File: config.mk
export PLATFORM = sky130hd
export DESIGN_NAME = branch_resolve
export DESIGN_NICKNAME = d
export VERILOG_FILES = /design/src/rtl/cpu_pkg.sv /design/src/rtl/branch_cmp.sv /design/src/rtl/branch_resolve.sv
export SDC_FILE = /design/constraint.sdc
export NUM_CORES = 1
export LEC_CHECK = 0
export BUFFER_PORTS_ARGS = -buffer_cell sky130_fd_sc_hd__clkbuf_2
export CAP_MARGIN = 30
export CORE_ASPECT_RATIO = 0.8
export CORE_UTILIZATION = 45
export CTS_CLUSTER_DIAMETER = 120
export DETAILED_ROUTE_END_ITERATION = 12
export GPL_ROUTABILITY_DRIVEN = 0
export PLACE_DENSITY = 0.88
export SETUP_SLACK_MARGIN = 0.4
export SLEW_MARGIN = 25
export SYNTH_ARGS = -nofsm -noshare
export SYNTH_HDL_FRONTEND = slang
export SYNTH_SLANG_ARGS = --single-unit
export TNS_END_PERCENT = 20
File: constraint.sdc
create_clock -name clk -period 3.5 [get_ports clk]
set_clock_uncertainty 0.2 [all_clocks]
set_input_delay 0.7 -clock clk [delete_from_list [all_inputs] [get_ports clk]]
set_output_delay 0.7 -clock clk [all_outputs]
set_load 0.005 [all_outputs]
File: src/rtl/cpu_pkg.sv
// Shared CPU definitions: branch op encodings, mcause codes and the
// branch-resolve shadow FSM states.
package cpu_pkg;

  typedef enum logic [3:0] {
    OP_NONE = 4'd0,
    OP_BEQ  = 4'd1,
    OP_BNE  = 4'd2,
    OP_BLT  = 4'd3,
    OP_BGE  = 4'd4,
    OP_BLTU = 4'd5,
    OP_BGEU = 4'd6,
    OP_JAL  = 4'd7,
    OP_JALR = 4'd8
  } br_op_e;

  localparam logic [3:0] CAUSE_INS_MISALIGN = 4'd0;
  localparam logic [3:0] CAUSE_ILLEGAL      = 4'd2;
  localparam logic [3:0] CAUSE_BREAK        = 4'd3;
  localparam logic [3:0] CAUSE_ECALL_M      = 4'd11;

  typedef enum logic {
    ST_RUN    = 1'b0,
    ST_SHADOW = 1'b1
  } mb_state_e;

  function automatic logic is_branch_op(input logic [3:0] op);
    return (op >= 4'd1) && (op <= 4'd8);
  endfunction

endpackage

File: src/rtl/branch_cmp.sv
// Combinational branch condition evaluator: op/rs1/rs2 -> taken.
// Unknown ops and NONE are never taken; JAL/JALR always are.
module branch_cmp
  import cpu_pkg::*;
(
  input  logic [3:0]  op,
  input  logic [31:0] rs1,
  input  logic [31:0] rs2,
  output logic        taken
);

  logic signed [31:0] rs1_s;
  logic signed [31:0] rs2_s;

  assign rs1_s = rs1;
  assign rs2_s = rs2;

  always_comb begin
    taken = 1'b0;
    case (op)
      OP_BEQ:  taken = (rs1 == rs2);
      OP_BNE:  taken = (rs1 != rs2);
      OP_BLT:  taken = (rs1_s < rs2_s);
      OP_BGE:  taken = (rs1_s >= rs2_s);
      OP_BLTU: taken = (rs1 < rs2);
      OP_BGEU: taken = (rs1 >= rs2);
      OP_JAL:  taken = 1'b1;
      OP_JALR: taken = 1'b1;
      default: taken = 1'b0;
    endcase
  end

endmodule

File: src/rtl/branch_resolve.sv
// MB-stage branch/jump/trap resolution with a wrong-path shadow FSM.
// Optional performance counters are enabled by defining MB_PERF_COUNT_EN.
module branch_resolve
  import cpu_pkg::*;
#(
  parameter logic [31:0] RESET_VECTOR = 32'h0000_0040,
  parameter int          SHADOW_DEPTH = 2
) (
  input  logic        clk,
  input  logic        rst,
  input  logic        pipe_flush,
  input  logic        ex_mb__valid,
  input  logic [31:0] ex_mb__pc,
  input  logic [3:0]  ex_mb__op,
  input  logic [31:0] ex_mb__rs1,
  input  logic [31:0] ex_mb__rs2,
  input  logic [31:0] ex_mb__imm,
  input  logic        ex_mb__predict_taken,
  input  logic        ex_mb__trap,
  input  logic [3:0]  ex_mb__trap_cause,
  input  logic [31:0] mtvec,
  output logic [31:0] mb_if__jump_target,
  output logic        mb_if__branch_taken,
  output logic        mb_if__trap_taken,
  output logic        mb_if__predict_taken,
  output logic [31:0] mb_if__pc_4,
  output logic [31:0] mb_wb__link,
  output logic [31:0] trap_epc,
  output logic [3:0]  trap_cause,
  output logic [31:0] perf_branches,
  output logic [31:0] perf_mispredicts
);

  localparam logic [2:0] SHADOW_INIT = 3'(SHADOW_DEPTH - 1);

  mb_state_e   state_q, state_d;
  logic [2:0]  shadow_cnt_q, shadow_cnt_d;
  logic [31:0] jump_target_q, jump_target_d;
  logic        branch_taken_q, branch_taken_d;
  logic        trap_taken_q, trap_taken_d;
  logic        predict_taken_q, predict_taken_d;
  logic [31:0] pc_4_q, pc_4_d;
  logic [31:0] link_q, link_d;
  logic [31:0] trap_epc_q, trap_epc_d;
  logic [3:0]  trap_cause_q, trap_cause_d;

  logic        cmp_taken;
  logic        live;
  logic        is_branch;
  logic        misalign;
  logic        redirect;
  logic [31:0] target;
  logic [31:0] pc_plus4;

  branch_cmp u_cmp (
    .op    (ex_mb__op),
    .rs1   (ex_mb__rs1),
    .rs2   (ex_mb__rs2),
    .taken (cmp_taken)
  );

  always_comb begin
    live      = ex_mb__valid && (state_q == ST_RUN) && !pipe_flush;
    is_branch = is_branch_op(ex_mb__op);
    pc_plus4  = ex_mb__pc + 32'd4;
    if (ex_mb__op == OP_JALR) target = (ex_mb__rs1 + ex_mb__imm) & ~32'h1;
    else                      target = ex_mb__pc + ex_mb__imm;
    misalign  = is_branch && cmp_taken && (target[1:0] != 2'b00);

    jump_target_d   = target;
    branch_taken_d  = 1'b0;
    trap_taken_d    = 1'b0;
    predict_taken_d = 1'b0;
    pc_4_d          = pc_plus4;
    link_d          = pc_plus4;
    trap_epc_d      = trap_epc_q;
    trap_cause_d    = trap_cause_q;
    redirect        = 1'b0;

    if (live) begin
      if (ex_mb__trap || misalign) begin
        trap_taken_d  = 1'b1;
        jump_target_d = mtvec & ~32'h3;
        trap_epc_d    = ex_mb__pc;
        trap_cause_d  = ex_mb__trap ? ex_mb__trap_cause : CAUSE_INS_MISALIGN;
      end else begin
        branch_taken_d  = is_branch && cmp_taken;
        predict_taken_d = is_branch && ex_mb__predict_taken;
      end
      redirect = trap_taken_d || (branch_taken_d != predict_taken_d);
    end

    // Shadow FSM: squash the wrong-path slots already in flight after a redirect
    state_d      = state_q;
    shadow_cnt_d = shadow_cnt_q;
    case (state_q)
      ST_RUN: begin
        if (redirect) begin
          state_d      = ST_SHADOW;
          shadow_cnt_d = SHADOW_INIT;
        end
      end
      ST_SHADOW: begin
        if (shadow_cnt_q == 3'd0) state_d = ST_RUN;
        else                      shadow_cnt_d = shadow_cnt_q - 3'd1;
      end
      default: begin
        state_d      = ST_RUN;
        shadow_cnt_d = 3'd0;
      end
    endcase
  end

  always_ff @(posedge clk or posedge rst) begin
    if (rst) begin
      state_q         <= ST_RUN;
      shadow_cnt_q    <= 3'd0;
      jump_target_q   <= 32'd0;
      branch_taken_q  <= 1'b0;
      trap_taken_q    <= 1'b0;
      predict_taken_q <= 1'b0;
      pc_4_q          <= RESET_VECTOR;
      link_q          <= RESET_VECTOR;
      trap_epc_q      <= RESET_VECTOR;
      trap_cause_q    <= 4'd0;
    end else begin
      state_q         <= state_d;
      shadow_cnt_q    <= shadow_cnt_d;
      jump_target_q   <= jump_target_d;
      branch_taken_q  <= branch_taken_d;
      trap_taken_q    <= trap_taken_d;
      predict_taken_q <= predict_taken_d;
      pc_4_q          <= pc_4_d;
      link_q          <= link_d;
      trap_epc_q      <= trap_epc_d;
      trap_cause_q    <= trap_cause_d;
    end
  end

`ifdef MB_PERF_COUNT_EN
  logic [31:0] perf_branches_q, perf_branches_d;
  logic [31:0] perf_mispredicts_q, perf_mispredicts_d;

  always_comb begin
    perf_branches_d    = perf_branches_q;
    perf_mispredicts_d = perf_mispredicts_q;
    if (live && is_branch && !trap_taken_d) begin
      perf_branches_d = perf_branches_q + 32'd1;
      if (redirect) perf_mispredicts_d = perf_mispredicts_q + 32'd1;
    end
  end

  always_ff @(posedge clk or posedge rst) begin
    if (rst) begin
      perf_branches_q    <= 32'd0;
      perf_mispredicts_q <= 32'd0;
    end else begin
      perf_branches_q    <= perf_branches_d;
      perf_mispredicts_q <= perf_mispredicts_d;
    end
  end

  assign perf_branches    = perf_branches_q;
  assign perf_mispredicts = perf_mispredicts_q;
`else
  assign perf_branches    = 32'd0;
  assign perf_mispredicts = 32'd0;
`endif

  assign mb_if__jump_target   = jump_target_q;
  assign mb_if__branch_taken  = branch_taken_q;
  assign mb_if__trap_taken    = trap_taken_q;
  assign mb_if__predict_taken = predict_taken_q;
  assign mb_if__pc_4          = pc_4_q;
  assign mb_wb__link          = link_q;
  assign trap_epc             = trap_epc_q;
  assign trap_cause           = trap_cause_q;

endmodule
; Word level (Yosys, flattened, before mapping)
; Index checks and enable logic that the tools add are counted.
[totals]
register_bits = 107
input_bits = 174
output_inout_bits = 199
elab_cells = 68
[classes]
add_sub_neg = 4
n_lt_le_gt_ge = 6
eq_ne = 13
mux = 21
bitwise = 1
reduce_logical = 14
[op_table]
columns = operator, count
row1 = 32-bit 2-to-1 mux, 3
row2 = 32-bit adder, 2
row3 = 32-bit greater-or-equal comparator, 2
row4 = 32-bit < comparator, 2
row5 = 32-bit by 3-bit adder with 32-bit output (second input constant), 1
row6 = 32-bit == test, 1
row7 = 32-bit inequality test, 1
row8 = 4-bit by 3-bit == test with 1-bit output (second input constant), 4
row9 = 1-bit 2-to-1 mux, 12
row10 = 4-bit by 2-bit == test with 1-bit output (second input constant), 2
row11 = 1-bit one-hot mux with 7 select lines, 1
row12 = 1-bit logical AND, 6
row13 = 3-bit 2-to-1 mux, 2
row14 = 3-bit one-hot mux with 2 select lines, 1
row15 = 4-bit by 1-bit == test with 1-bit output (second input constant), 1
row16 = 4-bit == test (second input constant), 1
row17 = 4-bit by 1-bit greater-or-equal comparator with 1-bit output (second input constant), 1
row18 = 4-bit less-or-equal comparator (second input constant), 1
row19 = 4-bit 2-to-1 mux, 1
row20 = 2-bit inequality test (second input constant), 2
row21 = 2-bit AND reduction, 2
row22 = 3-bit logical NOT, 1
row23 = 3-bit by 1-bit subtractor with 3-bit output (second input constant), 1
row24 = 1-bit logical OR, 2
row25 = 6 further kinds, 6

; Longest topological paths before layout
[logic_depth]
depth_word = 13
depth_mapped = 15
mapped_depth_nobuf = 13

; By module
; From an unflattened synthesis, not the netlist that was laid out.
[unflattened]
hier_cells = 1132
area_unflattened_um2 = 9375.2
[modules_own_cells]
columns = module, n_inst, cells_each, area_each_um2, seq_area_each_um2
row1 = branch_resolve, 1, 999, 8413.1, 2680.1
row2 = branch_cmp, 1, 133, 962.2, 0.0

; Worst setup path before layout
; OpenSTA, ideal clock, no wires.
[synth_timing]
kind = input -> register
startpoint = in ex_mb__rs2[25]
endpoint = reg jump_target_q[11] (netlist: mb_if__jump_target[11])
setup_time_ns = 0.125
arrival_ns = 3.491
required_ns = 3.175
setup_slack_ns = -0.316
cell_stages = 15
n_path_buf = 3
cell_sequence = inv_1 ha_1 and3_4 a221o_1 a31oi_1 o22ai_1 or3_1 o211ai_2 nand4_2 a31oi_4 or2_1 buf_4 buf_6 buf_12 mux2_4
[synth_via]
elab_chain_len = 7
elab_cells_between_ends = 12
classes_between = order compare (4) / eq/ne (2) / mux (3) / reduce/logical (3)
[synth_rtl]
columns = element, line
row1 = "start, declared", branch_resolve.sv:16  ; input logic [31:0] ex_mb__rs2,
row2 = 32-bit greater-or-equal comparator (tied with other cells), branch_cmp.sv:26  ; OP_BGEU: taken = (rs1 >= rs2);
row3 = 1-bit one-hot mux with 7 select lines (*), branch_cmp.sv:20  ; case (op)
row4 = 1-bit logical AND (*) (2 in series), branch_resolve.sv:68  ; misalign = is_branch && cmp_taken && (target[1:0] != 2'b00);
row5 = 1-bit logical OR (*), branch_resolve.sv:81  ; if (ex_mb__trap || misalign) begin
row6 = 32-bit 2-to-1 mux (*), branch_resolve.sv:81
row7 = 32-bit 2-to-1 mux (*), branch_resolve.sv:80  ; if (live) begin
row8 = named net jump_target_d[11], branch_resolve.sv:38  ; logic [31:0] jump_target_q, jump_target_d;
row9 = "end signal, assigned", branch_resolve.sv:129  ; jump_target_q <= jump_target_d;
row10 = "end, declared", branch_resolve.sv:38
; The timed path passes the listed nets; every way through them passes the cells marked *.
; A chain may end at the register's enable or synchronous reset.

; Worst setup path after layout
[layout_timing]
startpoint = in ex_mb__pc[7]
endpoint = reg jump_target_q[31] (netlist: mb_if__jump_target[31])
[layout_via]
elab_chain_len = 4
[layout_rtl]
columns = element, line
row1 = "start, declared", branch_resolve.sv:13  ; input logic [31:0] ex_mb__pc,
row2 = 32-bit adder (*), branch_resolve.sv:67  ; else target = ex_mb__pc + ex_mb__imm;
row3 = 32-bit 2-to-1 mux (*), branch_resolve.sv:66  ; if (ex_mb__op == OP_JALR) target = (ex_mb__rs1 + ex_mb__imm) & ~32'h1;
row4 = 32-bit 2-to-1 mux, branch_resolve.sv:81
row5 = 32-bit 2-to-1 mux (*), branch_resolve.sv:80
row6 = named net jump_target_d[31], branch_resolve.sv:38
; Marked as above.

==> results.md <==
* Worst slack at placement at -638 ps
* PwrDens at 410 nW/um^2
* Min setup slack post-route at -130 ps
* Fraction of registers with async set or reset after synthesis at 100%
* Largest family of logic cells by synthesized area: compound AO/OA/AOI/OAI gates
* Number of buffers created by CTS at 9
* Type of destination of the critical path: flip-flop
* Yosys reg bits at 107
* Adder and majority gate portion of the synthesized area at 13.6%
* Result of the run: finished, violations left
* Layout Utilization at 64.0%
* Fmax at 275 MHz
* Synthesis-to-layout area growth at 39.1%
* Violations in the final reports: negative setup slack
* Area occupied by multi-input gates at 6040 sq um
* Max-Slew Margin vs Limit at 59.0%
* Leakage at 6.71 nW
* Number of maximum-capacitance constraint violations at 0
* Root Buffer Master: sky130_fd_sc_hd__clkbuf_16
* Number of buffers added to fix hold violations after cts at 0
* Largest stage delay on the critical path at 410 ps
* Mapped cell area at between 9000 and 10000 sq um
* Largest net degree at the start of global routing at approximately 110
* Hold violation total from the final report at 0
* Wirelength per Cell at 18.8 microns
* Total via count after detailed routing at 9352
* Worst IR Drop VDD at 275 uV
* Min-delay worst type: reg -> reg
* Total number of clock tree sinks at 107
* Vias in the first global route at 8785
* Leftover overflow at the end of global routing at 0
* Post-synthesis xor/xnor area fraction at just over 7%
* First-iteration detailed-routing DRC count at 752
* H-tree level count at 3
* Overall die width at 161 microns
* Simple-Gate Fraction of Synth Area at 13.0%
* Clock period minus worst slack at 3630 ps
* Global-route wire length before repair at 45700 microns
* Global routing usage on met3 at just over 5%
* Number of warnings reported in the yosys synthesis log at 0
* Fraction of final layout cells sized beyond drive strength 1 at a little over two fifths
* Effective utilization at floorplan at roughly 46%
* Number of primary I/O pins at 373
* Critical Path Start Type: input pin
* Unrepaired setup endpoints after global routing: true
* Number of iterations in the first detailed-routing pass at 4
* Final Max Tran Viols at 0
* Core area at ~20000 sq um
* Number of rows in the core area at 46
* Worst-path clk slew at 90 ps
* Met2 track utilization from global routing at 47.1%
* Startpoint of the tightest hold check path: shadow_cnt_q[0]
* Count of different cell masters after synthesis at 70
* Mean number of vias per cell at 5.49
* Data required, critical path at 3560 ps
* GRT Overall Usage at 28.5%
* Crit Path Class: in -> reg
* Slew at the pin closest to its max-slew limit at 599 ps
* Critical Path Fanout Max at 3
* Compound-cell area share of the yosys netlist at around 17%
* Fraction of the yosys area taken by sequential cells at 29.3%
* Dominant synthesized flop cell: sky130_fd_sc_hd__dfrtp_1
* Die height at about 130 microns
* Register area at 2680 sq um
* Slowest library cell on the worst path: sky130_fd_sc_hd__a21boi_1
* DRT Wirelength at 32000 microns
* Number of fillers in the final layout at between 1500 and 2000
* Half-perimeter wire length of the detailed placement result at roughly 24000 microns
* Post-synthesis mux area share at 7.97%
* Die Footprint at around 21000 sq um
* DRC violation count after routing at 0
* GRT busiest layer: met2
* Clock tree from TritonCTS: built
* Number of buffers between clock root and the deepest sink at 2
* Critical path arrival at 3690 ps
* Number of port buffers at ~300
* Number of synthesized flops with an enable pin at 0
* Cell count after synthesis at 997
* Layout net count at around 1700
* Clock latency reported for the late side of the worst-skew pair at between 300 and 400 ps
* Most Frequent Cell on Critical Path: sky130_fd_sc_hd__buf_4
* Count of final setup violators at 44
* Hold WS at about 280 ps
* Post-route ant nets at 0
* Global-route track usage on met1 at 36.5%
* Launch point of the critical path: ex_mb__pc[7]
* Launch point of the worst reg-to-reg path: state_q
* List of cells traversed by the critical path: clkbuf_2, ha_1, buf_4, o211ai_1, a21boi_1, buf_4, nand3_1, o211a_1, a21oi_1, a311o_1, a41oi_2, mux2i_1, o21ai_0, a31o_4
* Initial antenna violation count at 1
* Synthesized area divided by synthesized cell count at 9.17 sq um
* Fin crit share at 104%
[Yosys cell counts (22+ instances only)]
cell | number | area share [%]
sky130_fd_sc_hd__a21o_1 | 31 | 2.5
sky130_fd_sc_hd__a21oi_1 | 75 | 4.1
sky130_fd_sc_hd__buf_4 | 100 | 8.2
sky130_fd_sc_hd__dfrtp_1 | 105 | 29
sky130_fd_sc_hd__ha_1 | 96 | 13
sky130_fd_sc_hd__inv_1 | 59 | 2.4
sky130_fd_sc_hd__mux2_2 | 30 | 3.7
sky130_fd_sc_hd__mux2_4 | 22 | 3.6
sky130_fd_sc_hd__nand2_1 | 67 | 2.8
sky130_fd_sc_hd__nand3_1 | 23 | 1.3
sky130_fd_sc_hd__nor2_1 | 48 | 2.0
sky130_fd_sc_hd__o21ai_0 | 52 | 2.8
sky130_fd_sc_hd__xnor2_1 | 51 | 4.9
sky130_fd_sc_hd__xor2_1 | 24 | 2.3
[metrics by stage]
step	power, mW	TNS (ps)	area (sq um)	std cells
after global routing	5.50	-6410	12700	1702
after global placement	3.78	-30960	11700	1665
after CTS	5.07	-3360	12400	1692
after detailed placement	3.86	-35650	11700	1665
final	5.22	-1310	12700	1704
after floorplan	2.97	-1730	9500	1060
[path summary, 6_finish.rpt]
| kind | endpoint | slack, ps | cells past startpoint |
|---|---|---|---|
| setup / recovery | mb_if__jump_target[31] | -130 | 14 |
| hold / removal | shadow_cnt_q[0] | 280 | 1 |
| setup reg to reg | trap_epc[30] | 1310 | 6 |
| hold reg to reg | shadow_cnt_q[0] | 280 | 1 |
| max in group asynchronous | trap_epc[26] | 2380 | 3 |
| min in group asynchronous | mb_wb__link[17] | 320 | 3 |
[routing by layer]
layer,up-vias,share of wire [%]
met5,-,0.041
met4,2,3.9
met3,111,8.5
met2,569,47
met1,4396,41
li1,4274,-
[critical path: cells and delay by family]
kind                     cells  cell delay [ps]
AND/OR/NAND/NOR              1               70
buffers and inverters        3              460
AO/OA/AOI/OAI                8             1950
adder cells (fa/ha/maj)      1              330
multiplexers                 1              180
[power by group]
group / total (mW) / internal [mW] / switching (mW) / leakage (nW)
combinational: 2.39 / 1.28 / 1.11 / 5.30
clock: 1.07 / 0.515 / 0.551 / 0.149
sequential: 1.76 / 1.59 / 0.175 / 1.26
[timing repair]
action / in CTS / in global routing
buffers inserted: 9 / 7
endpoints found under the setup margin: 73 / 73
cloned: 2 / 3
hold endpoints to repair: 0 / 0
pin swaps: 13 / 18
resized for setup: 49 / 61
[registers in the layout, indices dropped and copies added, names as in the netlist]
name and count:
shadow_cnt_q 3, mb_if__jump_target 32, mb_if__trap_taken 1, mb_if__branch_taken 1, trap_cause 4, mb_wb__link 32
trap_epc 32, state_q 1, mb_if__predict_taken 1
[area by class of cell]
cell class / instances / share of cell area (%)
tap: 264 / 2.60
inverter: 60 / 2.00
antenna: 2 / 0.0394
timing repair buffer: 477 / 24.3
clock buffer: 9 / 1.77
sequential: 107 / 21.1
clock inverter: 7 / 0.620
multi-input combinational: 778 / 47.5
[layout by cell type (no fill, tap or decap), drive strengths merged, types with 3 or more instances in the layout]
cell | Yosys | routed
a211oi | 6 | 6
a21boi | 3 | 3
a21o | 31 | 31
a21oi | 75 | 75
a22o | 4 | 4
a31oi | 11 | 11
and2 | 6 | 6
and3 | 13 | 13
and4 | 5 | 5
buf | 105 | 173
clkbuf | 10 | 313
conb | 1 | 64
dfrtp | 105 | 105
ha | 96 | 96
inv | 60 | 64
mux2 | 52 | 52
mux2i | 6 | 6
nand2 | 67 | 67
nand2b | 15 | 15
nand3 | 23 | 23
nand4 | 12 | 12
nor2 | 48 | 48
nor2b | 8 | 8
nor3 | 19 | 19
o2111ai | 3 | 3
o211ai | 8 | 8
o21a | 10 | 10
o21ai | 52 | 52
o21bai | 8 | 8
o22ai | 4 | 4
o31ai | 6 | 6
or3 | 10 | 10
xnor2 | 51 | 51
xor2 | 24 | 24
[cell families after synthesis]
logic type / count (synthesis)
flops: 107
compound gates: 245
xor+xnor: 75
mux: 58
buf+inv: 175
other cells: 1
simple gates: 238
fa+ha+maj: 98
(Power assumes the default switching activity.)
